## src/rtl/bcd_scan_decoder.sv

```systemverilog
// Multiplexed BCD display scanner: steps one lit digit at a time through a
// double-buffered BCD word and drives 74145-style active-low decimal lines.
module bcd_scan_decoder #(
  parameter int N_DIGITS = 4,
  parameter int DWELL    = 1000,
  parameter int BLANK    = 50
) (
  input  logic                  i_clk,
  input  logic                  i_n_rst,
  input  logic [4*N_DIGITS-1:0] i_bcd,
  input  logic                  i_load,
  input  logic                  i_en,
  input  logic                  i_lzb,
  output logic [9:0]            o_n_dec,
  output logic [N_DIGITS-1:0]   o_n_dig,
  output logic                  o_frame,
  output logic                  o_pending
);

  localparam int MAXC = (DWELL > BLANK) ? ((DWELL > 2) ? DWELL : 2)
                                        : ((BLANK > 2) ? BLANK : 2);
  localparam int TW   = $clog2(MAXC);
  localparam int IW   = (N_DIGITS > 1) ? $clog2(N_DIGITS) : 1;

  localparam logic [TW-1:0] DWELL_M1 = TW'(DWELL - 1);
  localparam logic [TW-1:0] BLANK_M1 = TW'((BLANK > 0) ? BLANK - 1 : 0);
  localparam logic [IW-1:0] LAST_IDX = IW'(N_DIGITS - 1);

  typedef enum logic [1:0] {IDLE, SHOW, GAP} state_t;

  state_t                  state_q, state_d;
  logic [IW-1:0]           idx_q, idx_d;
  logic [TW-1:0]           tmr_q, tmr_d;
  logic [4*N_DIGITS-1:0]   shadow_q, shadow_d;
  logic [4*N_DIGITS-1:0]   active_q, active_d;
  logic                    pending_q, pending_d;
  logic [9:0]              n_dec_q, n_dec_d;
  logic [N_DIGITS-1:0]     n_dig_q, n_dig_d;
  logic                    frame_q, frame_d;
  logic                    wrap, xfer;

  // State and datapath registers; outputs are registered from next-state
  // values so they line up with the state they describe.
  always_ff @(posedge i_clk) begin
    if (!i_n_rst) begin
      state_q   <= IDLE;
      idx_q     <= '0;
      tmr_q     <= '0;
      shadow_q  <= '0;
      active_q  <= '0;
      pending_q <= 1'b0;
      n_dec_q   <= '1;
      n_dig_q   <= '1;
      frame_q   <= 1'b0;
    end else begin
      state_q   <= state_d;
      idx_q     <= idx_d;
      tmr_q     <= tmr_d;
      shadow_q  <= shadow_d;
      active_q  <= active_d;
      pending_q <= pending_d;
      n_dec_q   <= n_dec_d;
      n_dig_q   <= n_dig_d;
      frame_q   <= frame_d;
    end
  end

  // Next-state: timer counts down and reloads on every state change.
  always_comb begin
    state_d = state_q;
    idx_d   = idx_q;
    tmr_d   = tmr_q;
    wrap    = 1'b0;
    xfer    = 1'b0;
    if (!i_en) begin
      state_d = IDLE;
      idx_d   = '0;
      tmr_d   = '0;
    end else begin
      unique case (state_q)
        IDLE: begin
          state_d = SHOW;
          idx_d   = '0;
          tmr_d   = DWELL_M1;
          xfer    = 1'b1;
        end
        SHOW, GAP: begin
          if (tmr_q != '0) begin
            tmr_d = tmr_q - TW'(1);
          end else if (state_q == SHOW && BLANK > 0) begin
            state_d = GAP;
            tmr_d   = BLANK_M1;
          end else begin
            state_d = SHOW;
            tmr_d   = DWELL_M1;
            if (idx_q == LAST_IDX) begin
              idx_d = '0;
              wrap  = 1'b1;
              xfer  = 1'b1;
            end else begin
              idx_d = idx_q + IW'(1);
            end
          end
        end
        default: begin
          state_d = IDLE;
          idx_d   = '0;
          tmr_d   = '0;
        end
      endcase
    end
  end

  // Double buffer: the active word only changes at a frame boundary, and a
  // load landing on that boundary bypasses the shadow straight to active.
  always_comb begin
    shadow_d  = shadow_q;
    active_d  = active_q;
    pending_d = pending_q;
    if (i_load) begin
      shadow_d  = i_bcd;
      pending_d = 1'b1;
    end
    if (xfer) begin
      active_d  = i_load ? i_bcd : shadow_q;
      pending_d = 1'b0;
    end
  end

  // Output decode from next-state values.
  logic [3:0]    val;
  logic [IW-1:0] msnz;
  logic          lz_blank;

  always_comb begin
    n_dec_d  = '1;
    n_dig_d  = '1;
    frame_d  = wrap;
    val      = 4'hF;
    msnz     = '0;
    lz_blank = 1'b0;
    for (int k = 0; k < N_DIGITS; k++) begin
      if (active_d[4*k +: 4] != 4'h0) msnz = IW'(k);
    end
    if (state_d == SHOW) begin
      for (int k = 0; k < N_DIGITS; k++) begin
        if (idx_d == IW'(k)) begin
          n_dig_d[k] = 1'b0;
          val        = active_d[4*k +: 4];
        end
      end
      lz_blank = i_lzb && (idx_d > msnz);
      // Codes 10..15 fall through with every decimal line high.
      if (!lz_blank) begin
        for (int j = 0; j < 10; j++) begin
          if (val == 4'(j)) n_dec_d[j] = 1'b0;
        end
      end
    end
  end

  assign o_n_dec   = n_dec_q;
  assign o_n_dig   = n_dig_q;
  assign o_frame   = frame_q;
  assign o_pending = pending_q;

endmodule

```

## config.mk

```make
export PLATFORM = sky130hd
export DESIGN_NAME = bcd_scan_decoder
export DESIGN_NICKNAME = d
export VERILOG_FILES = /design/src/rtl/bcd_scan_decoder.sv
export SDC_FILE = /design/constraint.sdc
export NUM_CORES = 1
export LEC_CHECK = 0
export CAP_MARGIN = 20
export CORE_MARGIN = 2
export CORE_UTILIZATION = 49
export CTS_CLUSTER_SIZE = 10
export DETAILED_ROUTE_END_ITERATION = 8
export HOLD_SLACK_MARGIN = 0.15
export PLACE_DENSITY = 0.74
export SYNTH_ARGS = -nofsm -noshare
export SYNTH_HDL_FRONTEND = slang
export SYNTH_SLANG_ARGS = --single-unit
export TNS_END_PERCENT = 10
```

## constraint.sdc

```tcl
create_clock -name i_clk -period 3.78 [get_ports i_clk]
set_input_delay 0.945 -clock i_clk [delete_from_list [all_inputs] [get_ports i_clk]]
set_output_delay 0.945 -clock i_clk [all_outputs]
set_load 0.01 [all_outputs]
```

==> flow_summary_export.csv <==
group,metric,value,unit
finish,final_layout_size_suffix_gt1_share,25.1,%
setup_path,rrSetupSlack,0.28,ns
synthesis,synthTopCellsByArea,"dfxtp_1 46%, mux2i_1 8.5%, mux2_2 5.4%",
finish,nets,371,
timing,setup_violations,0,
detailed_routing,route.vias.total,2156,
synthesis,yosysMostFrequentCell,"dfxtp_1",
synthesis,synth_commonest_cells,"62 x dfxtp_1, 37 x nor2_1, 23 x mux2i_1",
cts,worstSkewPairLatency,0.34,ns
die,num_io_pins,37,
die,die_h,78.4,um
setup_path,critPathKind,"in -> reg",
setup_path,crit_path_max_incr_delay,0.47,ns
global_route,grt_pass1_wl,9610,um
die,dieArea,0.00615,mm2
synthesis,ys_ff_latch,62,
setup_path,critPathTopFamily,"simple AND/OR/NAND/NOR gates",
power,p_comb_share,19.0,%
finish,post-route-util,68.0,%
timing,worst_pin_slew,0.788,ns
cts,path_clk_slew,0.07,ns
synthesis,postSynth.asyncResetShare,0,%
detailed_routing,drtPass1Iterations,4,
finish,postLayoutCellArea,0.00370,mm2
timing,fmax,282,MHz
synthesis,synth_edf_count,0,
finish,antenna_cells,0,
placed_design,gp_congestion,0.894,
setup_path,critPathSlowestCell,"or4bb_4",
placed_design,portBuffers,36,
die,initial_core_util,49.9,%
synthesis,syn_avg_cell_area,9.91,um2
global_route,grt_use_total,20.1,%
power,swShare,27.1,%
detailed_routing,post_drt_wl_per_cell,13.5,um
die,num_rows,27,
setup_path,worstPathMaxFanout,5,
cts,htree_num_levels,3,
timing,fin_crit_sh,93.9,%
setup_path,cp.required,3.99,ns
power,total_power,1.49,mW
power,clkPwrFrac,33.8,%
power,p_int,1.09,mW
setup_path,crit_path_end_kind,"flip-flop",
global_route,antenna_found_initial,0,
cts,cts_root_buffer,"clkbuf_8",
detailed_routing,drtIter0Drc,129,
detailed_routing,routed_via_density,5.15,
timing,slew-limit-headroom,47.0,%
global_route,gr-total-overflow,0,
synthesis,synth_area,0.00272,mm2
detailed_routing,routed_wl,5660,um
timing,rsz0062_at_grt,"false",
die,die_w,78.4,um
die,core-area,0.00544,mm2
timing,slew_violations,0,
synthesis,synth_nets,303,
power,p_switching,0.404,mW
timing,period_needed,3.55,ns
setup_path,path_buf_inv,3,
timing,finalHoldViolations,0,
power,peakVddDrop,0.000229,V
synthesis,synth_warnings,0,
setup_path,cp-start-kind,"input pin",
timing,fin_tns_setup,0,ns
detailed_routing,drc,0,
cts,clockBufferDepth,2,
cts,cts_tree,"built",
synthesis,ys_types,48,
synthesis,synth_cells,274,
timing,fin_worst_skew,0.00943,ns
synthesis,synth_top_cell_area_share,45.7,%
global_route,first_global_vias,2074,
setup_path,path_cells,"dlygate4sd2_1 > or4bb_4 > nor4_4 > or2_4 > buf_4 > buf_6 > mux2i_4 > a41oi_2 > or2_4 > ha_1 > nand2_1 > nand2_1 > o221ai_1 > and3b_2 > nand4bb_1",
status,outcome,"finished clean",
power,p_leak,1.51,nW
finish,synthToLayoutAreaGrowth,36.1,%
finish,layout.cells.non_filler,419,
placed_design,place_inst,399,
power,p_per_area,403,mW/mm2
placed_design,dpl_cell_area,0.00333,mm2
cts,cts_hold_buf,0,
cts,numCtsBuffers,9,
min_path,hp-class,"reg -> reg",
synthesis,yosys_most_used_dff,"dfxtp_1",
power,p_seq_share,47.2,%
placed_design,dp.final_hpwl,3900,um
detailed_routing,ant_nets,0,
flow_run,drv_cap,0,
synthesis,yosysTopAreaCell,"dfxtp_1",
global_route,grt_max_degree,23,
cts,clock_sinks,62,
synthesis,seq_area_frac_synth,45.7,%
setup_path,cp.arrival,3.76,ns
==> power by group through the flow <==
| stage | clock (mW) | combinational (mW) | sequential (mW) |
|---|---|---|---|
| floorplan | 0 | 0.155 | 0.713 |
| global placement | 0 | 0.240 | 0.714 |
| detailed placement | 0 | 0.244 | 0.715 |
| CTS | 0.508 | 0.278 | 0.703 |
| global route | 0.545 | 0.309 | 0.706 |
| finish | 0.505 | 0.283 | 0.703 |
==> kinds of logic after synthesis <==
kind of cell | Yosys count | share of synthesized area (%)
AOI/OAI and AO/OA | 32 | 7.24
xor gates and xnor gates | 4 | 1.29
adders and majority gates | 8 | 3.69
buffers and inverters | 18 | 3.41
DFF | 62 | 45.7
muxes | 39 | 15.4
and+or+nand+nor | 111 | 23.3
==> worst paths after layout <==
path / start / end / cells after the start
max reg2reg: state_q[1] / o_n_dec[7] / 16
min reg2reg: shadow_q[4] / shadow_q[4] / 2
min: shadow_q[4] / shadow_q[4] / 2
max: i_en / o_n_dec[7] / 15
==> layout by cell type, fill, tap and decap left out, drive strengths merged, types with 2 or more instances in the layout <==
cell,n
a211oi,2
a21oi,6
and2,14
and3b,2
buf,30
clkbuf,12
clkdlybuf4s50,35
clkinv,4
dfxtp,62
ha,8
inv,8
mux2,13
mux2i,26
nand2,21
nand4,6
nand4b,7
nand4bb,2
nor2,37
nor2b,2
nor3,5
nor4,4
o211ai,4
o21ai,15
or2,3
xnor2,2
xor2,2
==> worst reg2reg max path: cells and delay by family, from the launching register on <==
| family | cells | cell delay (ns) |
|---|---|---|
| AND/OR/NAND/NOR | 8 | 1.69 |
| adder cells (fa/ha/maj) | 2 | 0.56 |
| flip-flops | 1 | 0.33 |
| buffers and inverters | 3 | 0.33 |
| multiplexers | 1 | 0.25 |
| AO/OA/AOI/OAI | 2 | 0.23 |
==> stage by stage <==
stage               setup slack [ns]  hold slack (ns)
finish                         0.231            0.498
global route                  0.0748            0.541
CTS                            0.142            0.501
detailed placement            -0.545            0.486
global placement              -0.444            0.475
floorplan                     0.0555            0.449
==> layer usage <==
metal | up-vias | wire length, um | GRT usage (%)
li1 | 1102 | - | -
met1 | 1004 | 2690 | 24.9
met2 | 41 | 2620 | 33.0
met3 | 9 | 257 | 5.40
met4 | 0 | 83 | 8.77
met5 | - | 0 | 0
==> sequential cells by signal, indices dropped and copies added (netlist names) <==
register,cells
active_q,16
state_q,2
shadow_q,16
o_pending,1
o_frame,1
o_n_dec,10
o_n_dig,4
idx_q,2
tmr_q,10
==> layout make-up <==
type	count	area (um2)
tap	72	90.1
sequential	62	1240
fill	415	1740
timing repair buffer	66	633
multi-input combinational	194	1530
clock inverter	4	22.5
clock buffer	12	145
inverter	9	35.0
==> repair_timing <==
item                       4_1_cts  5_1_grt
buffers inserted                 2        1
cloned                           1        0
pin swaps                        6        3
gates resized for setup         26        3
setup endpoints to repair       10       10
(Power assumes the default switching activity.)
